`src/rtl/ifu_if.sv`:
```
// Fetch-side bus bundle: pmem instruction port, IDU handshake, redirect/halt control.
// Latency: wires only.
// Backpressure: ready_idu_i from IDU stalls the fetch FIFO.
interface ifu_if #(
    parameter int ADDR_WIDTH = 32,
    parameter int DATA_WIDTH = 32
);
    logic [ADDR_WIDTH-1:0] instr_addr_pmem_o;
    logic [DATA_WIDTH-1:0] instr_pmem_i;
    logic                  valid_idu_o;
    logic                  ready_idu_i;
    logic [DATA_WIDTH-1:0] instr_idu_o;
    logic [ADDR_WIDTH-1:0] pc_idu_o;
    logic                  fault_idu_o;
    logic                  redirect_valid_i;
    logic [ADDR_WIDTH-1:0] redirect_pc_i;
    logic                  halt_i;
    logic                  halted_o;
    logic [31:0]           fetch_cnt_o;

    // IFU side
    modport master (
        output instr_addr_pmem_o, valid_idu_o, instr_idu_o, pc_idu_o,
               fault_idu_o, halted_o, fetch_cnt_o,
        input  instr_pmem_i, ready_idu_i, redirect_valid_i, redirect_pc_i, halt_i
    );

    // Environment side (pmem + IDU + execute)
    modport slave (
        input  instr_addr_pmem_o, valid_idu_o, instr_idu_o, pc_idu_o,
               fault_idu_o, halted_o, fetch_cnt_o,
        output instr_pmem_i, ready_idu_i, redirect_valid_i, redirect_pc_i, halt_i
    );
endinterface

```
`src/rtl/ifu.sv`:
```
// Instruction fetch unit: PC, combinational pmem read, 2-entry in-order fetch FIFO to IDU.
// Latency: fetched word is at the IDU head 1 cycle after its push edge; 1 instr/cycle sustained.
// Backpressure: ready_idu_i low lets the FIFO fill to 2, then the PC stalls until a pop.
module ifu #(
    parameter int                    ADDR_WIDTH = 32,
    parameter int                    DATA_WIDTH = 32,
    parameter logic [ADDR_WIDTH-1:0] MEM_BASE   = 32'h8000_0000
) (
    input  logic     clk,
    input  logic     rst_n,
    ifu_if.master    bus
);
    typedef struct packed {
        logic [DATA_WIDTH-1:0] instr;
        logic [ADDR_WIDTH-1:0] pc;
        logic                  fault;
    } entry_t;

    typedef enum logic [0:0] {RUN = 1'b0, HALT = 1'b1} state_t;

    state_t                state;
    logic [ADDR_WIDTH-1:0] pc;
    logic [31:0]           fetch_cnt;
    logic [1:0]            count;
    entry_t                head;
    entry_t                tail;

    logic   pop;
    logic   redirect;
    logic   push;
    logic   misaligned;
    entry_t new_entry;

    assign misaligned = (pc[1:0] != 2'b00);
    assign pop        = (count != 2'd0) && bus.ready_idu_i;
    // Redirect and halt only count while running; in HALT the PC is frozen.
    assign redirect   = (state == RUN) && bus.redirect_valid_i;
    assign push       = (state == RUN) && !bus.redirect_valid_i && !bus.halt_i &&
                        ((count != 2'd2) || pop);
    assign new_entry  = '{instr: bus.instr_pmem_i, pc: pc, fault: misaligned};

    // Control: run/halt FSM, program counter and push counter.
    always_ff @(posedge clk or negedge rst_n) begin
        if (!rst_n) begin
            state     <= RUN;
            pc        <= MEM_BASE;
            fetch_cnt <= 32'd0;
        end else begin
            if (redirect) begin
                pc <= bus.redirect_pc_i;
            end else if (push) begin
                pc        <= pc + ADDR_WIDTH'(4);
                fetch_cnt <= fetch_cnt + 32'd1;
            end
            // A faulting push is the last one; halt stays until reset.
            if (state == RUN && (bus.halt_i || (push && misaligned))) begin
                state <= HALT;
            end
        end
    end

    // FIFO storage: head is the registered IDU output, tail is the second slot.
    always_ff @(posedge clk or negedge rst_n) begin
        if (!rst_n) begin
            count <= 2'd0;
            head  <= '0;
            tail  <= '0;
        end else if (redirect) begin
            count <= 2'd0;
        end else begin
            case ({push, pop})
                2'b11: begin
                    if (count == 2'd1) begin
                        head <= new_entry;
                    end else begin
                        head <= tail;
                        tail <= new_entry;
                    end
                end
                2'b01: begin
                    head  <= tail;
                    count <= count - 2'd1;
                end
                2'b10: begin
                    if (count == 2'd0) begin
                        head <= new_entry;
                    end else begin
                        tail <= new_entry;
                    end
                    count <= count + 2'd1;
                end
                default: ;
            endcase
        end
    end

    assign bus.instr_addr_pmem_o = pc;
    assign bus.valid_idu_o       = (count != 2'd0);
    assign bus.instr_idu_o       = head.instr;
    assign bus.pc_idu_o          = head.pc;
    assign bus.fault_idu_o       = head.fault;
    assign bus.halted_o          = (state == HALT) && (count == 2'd0);
    assign bus.fetch_cnt_o       = fetch_cnt;
endmodule

```
`src/flat_wrapper.sv`:
```
// flat-port wrapper written by rule: the top's interface ports become plain ports
module ifu_flat 
#(
    parameter int                    ADDR_WIDTH = 32,
    parameter int                    DATA_WIDTH = 32,
    parameter logic [ADDR_WIDTH-1:0] MEM_BASE   = 32'h8000_0000
)
  (clk, rst_n, bus_instr_addr_pmem_o, bus_valid_idu_o, bus_instr_idu_o, bus_pc_idu_o, bus_fault_idu_o, bus_halted_o, bus_fetch_cnt_o, bus_instr_pmem_i, bus_ready_idu_i, bus_redirect_valid_i, bus_redirect_pc_i, bus_halt_i);
  ifu_if #(.ADDR_WIDTH(ADDR_WIDTH), .DATA_WIDTH(DATA_WIDTH)) bus_i ();
  input  logic clk;
  input  logic rst_n;
  output wire logic [$bits(bus_i.instr_addr_pmem_o)-1:0] bus_instr_addr_pmem_o;
  output wire logic [$bits(bus_i.valid_idu_o)-1:0] bus_valid_idu_o;
  output wire logic [$bits(bus_i.instr_idu_o)-1:0] bus_instr_idu_o;
  output wire logic [$bits(bus_i.pc_idu_o)-1:0] bus_pc_idu_o;
  output wire logic [$bits(bus_i.fault_idu_o)-1:0] bus_fault_idu_o;
  output wire logic [$bits(bus_i.halted_o)-1:0] bus_halted_o;
  output wire logic [$bits(bus_i.fetch_cnt_o)-1:0] bus_fetch_cnt_o;
  input wire logic [$bits(bus_i.instr_pmem_i)-1:0] bus_instr_pmem_i;
  input wire logic [$bits(bus_i.ready_idu_i)-1:0] bus_ready_idu_i;
  input wire logic [$bits(bus_i.redirect_valid_i)-1:0] bus_redirect_valid_i;
  input wire logic [$bits(bus_i.redirect_pc_i)-1:0] bus_redirect_pc_i;
  input wire logic [$bits(bus_i.halt_i)-1:0] bus_halt_i;
  assign bus_instr_addr_pmem_o = bus_i.instr_addr_pmem_o;
  assign bus_valid_idu_o = bus_i.valid_idu_o;
  assign bus_instr_idu_o = bus_i.instr_idu_o;
  assign bus_pc_idu_o = bus_i.pc_idu_o;
  assign bus_fault_idu_o = bus_i.fault_idu_o;
  assign bus_halted_o = bus_i.halted_o;
  assign bus_fetch_cnt_o = bus_i.fetch_cnt_o;
  assign bus_i.instr_pmem_i = bus_instr_pmem_i;
  assign bus_i.ready_idu_i = bus_ready_idu_i;
  assign bus_i.redirect_valid_i = bus_redirect_valid_i;
  assign bus_i.redirect_pc_i = bus_redirect_pc_i;
  assign bus_i.halt_i = bus_halt_i;
  ifu #(.ADDR_WIDTH(ADDR_WIDTH), .DATA_WIDTH(DATA_WIDTH), .MEM_BASE(MEM_BASE)) u_core (.clk(clk), .rst_n(rst_n), .bus(bus_i));
endmodule
```
`config.mk`:
```
export PLATFORM = sky130hd
export DESIGN_NAME = ifu_flat
export DESIGN_NICKNAME = d
export VERILOG_FILES = /design/src/rtl/ifu_if.sv /design/src/rtl/ifu.sv /design/src/flat_wrapper.sv
export SDC_FILE = /design/constraint.sdc
export NUM_CORES = 1
export LEC_CHECK = 0
export ABC_AREA = 1
export CAP_MARGIN = 20
export CORE_ASPECT_RATIO = 1.25
export CORE_MARGIN = 5
export CORE_UTILIZATION = 40
export DETAILED_ROUTE_END_ITERATION = 8
export GPL_ROUTABILITY_DRIVEN = 0
export GPL_TIMING_DRIVEN = 0
export SYNTH_ARGS = -nofsm -noshare
export SYNTH_HDL_FRONTEND = slang
export SYNTH_SLANG_ARGS = --single-unit
```
`constraint.sdc`:
```
create_clock -name clk -period 2.4 [get_ports clk]
set_input_delay 0.36 -clock clk [delete_from_list [all_inputs] [get_ports clk]]
set_output_delay 0.36 -clock clk [all_outputs]
set_load 0.01 [all_outputs]
```
* Word-level counts from Yosys, hierarchy flattened
Cells that the tools add are included.
** Storage, ports and cells
- Flip-flop bits (word level) :: 197
- Bits in latches :: 0
- Bits in writable memories :: 0
- Memory bits (read-only) :: 0
- Input port bits :: 69
- Output and inout port bits :: 131
- Word-level logic and storage cells :: 56
- Memories :: 0
** Cells by class
- Add/subtract/negate cells :: 4
- Multiply operators :: 0
- Div/mod/pow operators :: 0
- Magnitude comparators :: 0
- Equal/unequal tests :: 8
- Shift-type cells :: 0
- Muxes and demuxes :: 10
- Bitwise operators :: 2
- Reductions and logical operators :: 22
** Operator list (count)
- $mux W65 :: 4
- $pmux W65 S3 :: 1
- $pmux W65 S2 :: 1
- $mux W32 :: 2
- $add A32 B1 Y32 const B :: 1
- $add A32 B3 Y32 const B :: 1
- $logic_and A1 B1 Y1 :: 8
- $reduce_bool A2 Y1 :: 4
- $ne A2 B2 Y1 const B :: 3
- $reduce_bool A3 Y1 :: 2
- $eq A2 B1 Y1 const B :: 2
- $eq A2 B2 Y1 const B :: 2
- $pmux W2 S2 :: 1
- $reduce_and A4 Y1 :: 1
- $reduce_and A3 Y1 :: 1
- $add A2 B1 Y2 const B :: 1
- $logic_not A1 Y1 :: 2
- $logic_not A2 Y1 :: 1
- $logic_or A1 B1 Y1 :: 2
- $mux W2 :: 1
- $ne A2 B1 Y1 const B :: 1
- $not A1 Y1 :: 2
- $reduce_and A2 Y1 :: 1
- $sub A2 B1 Y2 const B :: 1

* Logic depth before layout (Yosys ltp)
- Word-level depth :: 7
- Depth in mapped cells :: 12
- Gate-level depth less buffers :: 11

* Worst setup path before layout
OpenSTA, ideal clock, no wires.
- Path kind :: flip-flop to flip-flop
- Start :: reg u_core.count[0]
- End :: reg u_core.head, in the netlist u_core.bus.instr_idu_o[12]
- Setup time :: 0.117 ns
- Data arrival time :: 1.700 ns
- Data required time :: 2.283 ns
- Slack :: 0.583 ns
- Cell stages (with the launch flop) :: 13
- Path buffers :: 2
- Clock period less this slack :: 1.817 ns
- Cells stage by stage :: dfrtp_1 -> inv_1 -> ha_1 -> inv_2 -> nand2_2 -> a21oi_4 -> nand2_1 -> a21oi_2 -> inv_2 -> buf_4 -> buf_6 -> nand2_1 -> nand2_1
** On the way
- Word-level cells in the longest chain between the ends :: 7
- Elaborated cells between the ends (all ways) :: 15
- Those cells by class :: eq/ne (6); mux (2); reduce/logical (7)
** Ends and longest elaborated chain
- start: declaration :: RTL line ifu.sv:24 : logic [1:0] count;
- start signal: assignment :: RTL line ifu.sv:82 : count <= count - 2'd1;
- start signal: assignment :: RTL line ifu.sv:90 : count <= count + 2'd1;
- $reduce_bool A2 Y1 (*)
- via bus_valid_idu_o :: RTL line flat_wrapper.sv:13 : output wire logic [$bits(bus_i.valid_idu_o)-1:0] bus_valid_idu_o;
- $logic_and A1 B1 Y1 (*) :: RTL line ifu.sv:35 : assign pop = (count != 2'd0) && bus.ready_idu_i;
- $logic_or A1 B1 Y1 :: RTL line ifu.sv:39 : ((count != 2'd2) || pop);
- $logic_and A1 B1 Y1 :: RTL line ifu.sv:38 : assign push = (state == RUN) && !bus.redirect_valid_i && !bus.halt_i &&
- $eq A2 B2 Y1 / $eq A2 B1 Y1 (equally long branches) :: RTL line ifu.sv:71 : case ({push, pop})
- $ne A2 B1 Y1 (no line) / $reduce_bool A3 Y1 (equally long branches)
- $reduce_and A3 Y1 (no line)
- end signal: assignment :: RTL line ifu.sv:74 : head <= new_entry;
- end signal: assignment :: RTL line ifu.sv:76 : head <= tail;
- end signal: assignment :: RTL line ifu.sv:81 : head <= tail;
- end: declaration :: RTL line ifu.sv:25 : entry_t head;
The timed path passes the listed nets; every way through them passes the cells marked *.
A chain may end at the register's enable or synchronous reset.

* Worst setup path in the final report
- Start :: reg u_core.count[0]
- End :: reg u_core.head, in the netlist u_core.bus.pc_idu_o[16]
** On the way
- Word-level cells in the longest chain between the ends :: 7
- Elaborated cells between the ends (all ways) :: 15
- Those cells by class :: eq/ne (6); mux (2); reduce/logical (7)
** Ends and longest elaborated chain (RTL line)
- $reduce_bool A2 Y1 :: ifu.sv:35
- $logic_and A1 B1 Y1 :: ifu.sv:35
- $logic_or A1 B1 Y1 :: ifu.sv:39
- $logic_and A1 B1 Y1 :: ifu.sv:38
- $eq A2 B2 Y1 / $eq A2 B1 Y1 (equally long branches) :: ifu.sv:71
- $ne A2 B1 Y1 (no line) / $reduce_bool A3 Y1 (equally long branches)
- $reduce_and A3 Y1 (no line)
Several ways; a longest one is shown, not always the timed one.

==> flow_summary.json <==
{
  "ys_types": 27,
  "r2r_end": "u_core.bus.pc_idu_o[16]",
  "grt_max_degree": 112,
  "port-buffer-count": 199,
  "diodes": 0,
  "setup_viol_count_final": 0,
  "holdCritPathClass": "in2async",
  "dp_slack_ns": -0.210,
  "yosysWarnings": 0,
  "area_growth_pct": 29.9,
  "fmax_mhz": 440,
  "rsz0062_at_grt": "true",
  "syn_area_um2": 10300,
  "start_util_pct": 40.6,
  "finClkSkew_ns": 0.0126,
  "period_share_pct": 94.7,
  "dr.pass1.iters": 5,
  "cts_tree": "built",
  "grt-ovfl-total": 0,
  "drt_wl_total_um": 30000,
  "die-area_um2": 29000,
  "arrival_ns": 2.65,
  "status": "finished with violations",
  "rows": 65,
  "tightest_slew_ns": 0.871,
  "vdd.ir_drop.worst_uv": 535,
  "postSynthCellCount": 1394,
  "drive_above_1_share_pct": 4.98,
  "drc_errors": 0,
  "via_per_inst": 4.85,
  "worstPathRequired_ns": 2.78,
  "wl_per_cell_um": 15.3,
  "clock_sinks": 197,
  "h-tree-depth": 4,
  "io_pins": 200,
  "syn_nets": 1468,
  "cts_buffer_depth": 2,
  "cp-start-kind": "flip-flop",
  "p_leak_uw": 0.00644,
  "drv_slew": 0,
  "vias": 9513,
  "setup_slack_ns": 0.126,
  "ff2ff_path_depth": 11,
  "nets": 1687,
  "final_area_um2": 13300,
  "fp.dieH_um": 189,
  "cts_buffers": 17,
  "drt_iter0_drc": 658,
  "grt_use_total_pct": 21.0,
  "crit_path_max_fanout": 10,
  "cts_root_buf": "clkbuf_16",
  "clk_pin_slew_ns": 0.08,
  "fin_util_pct": 52.7,
  "final_antenna_net_count": 0,
  "final_hold_viol_count": 10,
  "failed_checks": "negative hold slack",
  "grt_pass1_wl_um": 49300,
  "cap_violations": 0,
  "die_w_um": 153,
  "synth_seq_area_share_pct": 48.0,
  "worstSetupPathType": "reg2reg",
  "slew_headroom_pct": 41.9,
  "hold_slack_ns": -0.0167,
  "layout_min_cycle_time_ns": 2.27,
  "endpoint_kind": "flip-flop",
  "synth.avg_cell_area_um2": 7.37,
  "dp_hpwl_um": 22600,
  "post_dp_cell_area_um2": 12700,
  "hold_buffers": 0,
  "pwr_density_cell_nw_per_um2": 888,
  "rrSetupSlack_ns": 0.13,
  "antenna_found_initial": 0,
  "worstReg2RegStart": "u_core.count[0]",
  "core_area_um2": 25300,
  "grt_pass1_vias": 9402,
  "insertion_delay_ns": 0.44,
  "ys_seq_elements": 197
}
[synthesized netlist by cell type, drive strengths merged]
library cell	n	area share (%)
nand3b	74	5.4
o22ai	7	0.43
xor2	15	1.3
a21oi	15	0.88
nor2	147	5.4
dfstp	1	0.26
buf	41	2.4
a31oi	2	0.12
nand2	554	20
nand3	111	5.4
and2	1	0.061
xnor2	6	0.51
inv	100	3.7
dfrtp	196	48
ha	5	0.61
clkbuf	25	0.91
o21ai	92	4.5
nand4	1	0.061
o21bai	1	0.073
[cells by family (layout without fill, tap and decap cells)]
group           count (synthesis)  count (layout)  synth area share [%]
compound gates                117             117                  5.98
xor+xnor                       21              21                  1.79
fa+ha+maj                       5               5                 0.609
buf+inv                       166             398                  6.93
flops                         197             197                  48.0
simple gates                  888             888                  36.7
[what timing repair did]
item | CTS | global route
endpoints found under the setup margin | 0 | 51
resized for setup | 0 | 14
buffers inserted | 0 | 0
[report_power, final]
part / leakage [uW] / total (uW) / switching (uW) / internal (uW)
clock network: 0.000302 / 3010 / 1300 / 1700
registers: 0.00250 / 4540 / 510 / 4030
logic: 0.00364 / 4290 / 2280 / 2020
total: 0.00644 / 11800 / 4090 / 7750
[worst max-delay path: stages, from the launching register on]
cell	delay [ns]
dfrtp_1	0.34
inv_1	0.09
ha_1	0.27
inv_2	0.09
nand2_2	0.10
a21oi_4	0.27
nand2_1	0.11
a21oi_2	0.29
buf_4	0.26
buf_4	0.20
nand3_1	0.11
nand2_1	0.08
[final cells by class]
cell class	instances	area, um2
fill	2472	12000
sequential	197	4930
multi-input combinational	1031	4630
timing repair buffer	200	2020
clock buffer	21	460
tap	335	419
inverter	100	375
buffer	66	353
clock inverter	11	145
[registers in the layout, summed over array words and instances, names as in the netlist]
signal                        count
u_core.bus.fault_idu_o            1
u_core.bus.instr_addr_pmem_o     32
u_core.tail                      65
u_core.bus.fetch_cnt_o           32
u_core.bus.pc_idu_o              32
u_core.state                      1
u_core.bus.instr_idu_o           32
u_core.count                      2
[per-stage QoR]
step           TNS (ns)  hold slack, ns  power [uW]  std cells
5_1_grt          -0.344          0.0390       12700       1961
3_5_place_dp      -2.73           0.465        8920       1929
2_1_floorplan         0          0.0644        6770       1394
6_report              0         -0.0167       11800       1961
3_3_place_gp   -1510.34           0.456        8840       1928
4_1_cts               0          0.0104       12000       1961
[per-layer routing]
layer | wire length (um) | GRT usage [%] | up-vias | part of all wire [%]
li1 | - | - | 4823 | -
met1 | 13800 | 28.9 | 4400 | 46
met2 | 14100 | 34.4 | 252 | 47
met3 | 1650 | 4.00 | 38 | 5.5
met4 | 489 | 5.28 | 0 | 1.6
met5 | 0 | 0 | - | 0
[cell usage in the layout, fill, tap and decap left out, types with 5 or more instances in the layout]
master / Yosys / final
nand2_1: 552 / 552
clkdlybuf4s50_1: 0 / 198
dfrtp_1: 196 / 196
nor2_1: 145 / 145
nand3_1: 111 / 110
inv_1: 98 / 98
o21ai_0: 92 / 92
nand3b_1: 74 / 74
clkbuf_1: 25 / 24
buf_2: 20 / 17
clkbuf_16: 0 / 17
xor2_1: 15 / 15
a21oi_1: 13 / 13
buf_4: 7 / 7
clkbuf_2: 0 / 7
o22ai_1: 7 / 7
xnor2_1: 6 / 6
buf_6: 5 / 5
buf_1: 9 / 5
ha_1: 5 / 5
[worst max path at each step]
stage	endpoint	slack, ns	start	cells after the start
floorplan	u_core.bus.instr_idu_o[12]	0.58	u_core.count[0]	12
global placement	u_core.bus.instr_idu_o[1]	-7.69	rst_n	1
detailed placement	u_core.bus.instr_addr_pmem_o[8]	-0.21	bus_redirect_valid_i	8
CTS	u_core.bus.pc_idu_o[17]	0.1	u_core.count[0]	12
global route	u_core.bus.pc_idu_o[17]	-0.06	u_core.count[0]	11
finish	u_core.bus.pc_idu_o[16]	0.13	u_core.count[0]	11
Note: power is estimated with default switching activity, not from simulation.
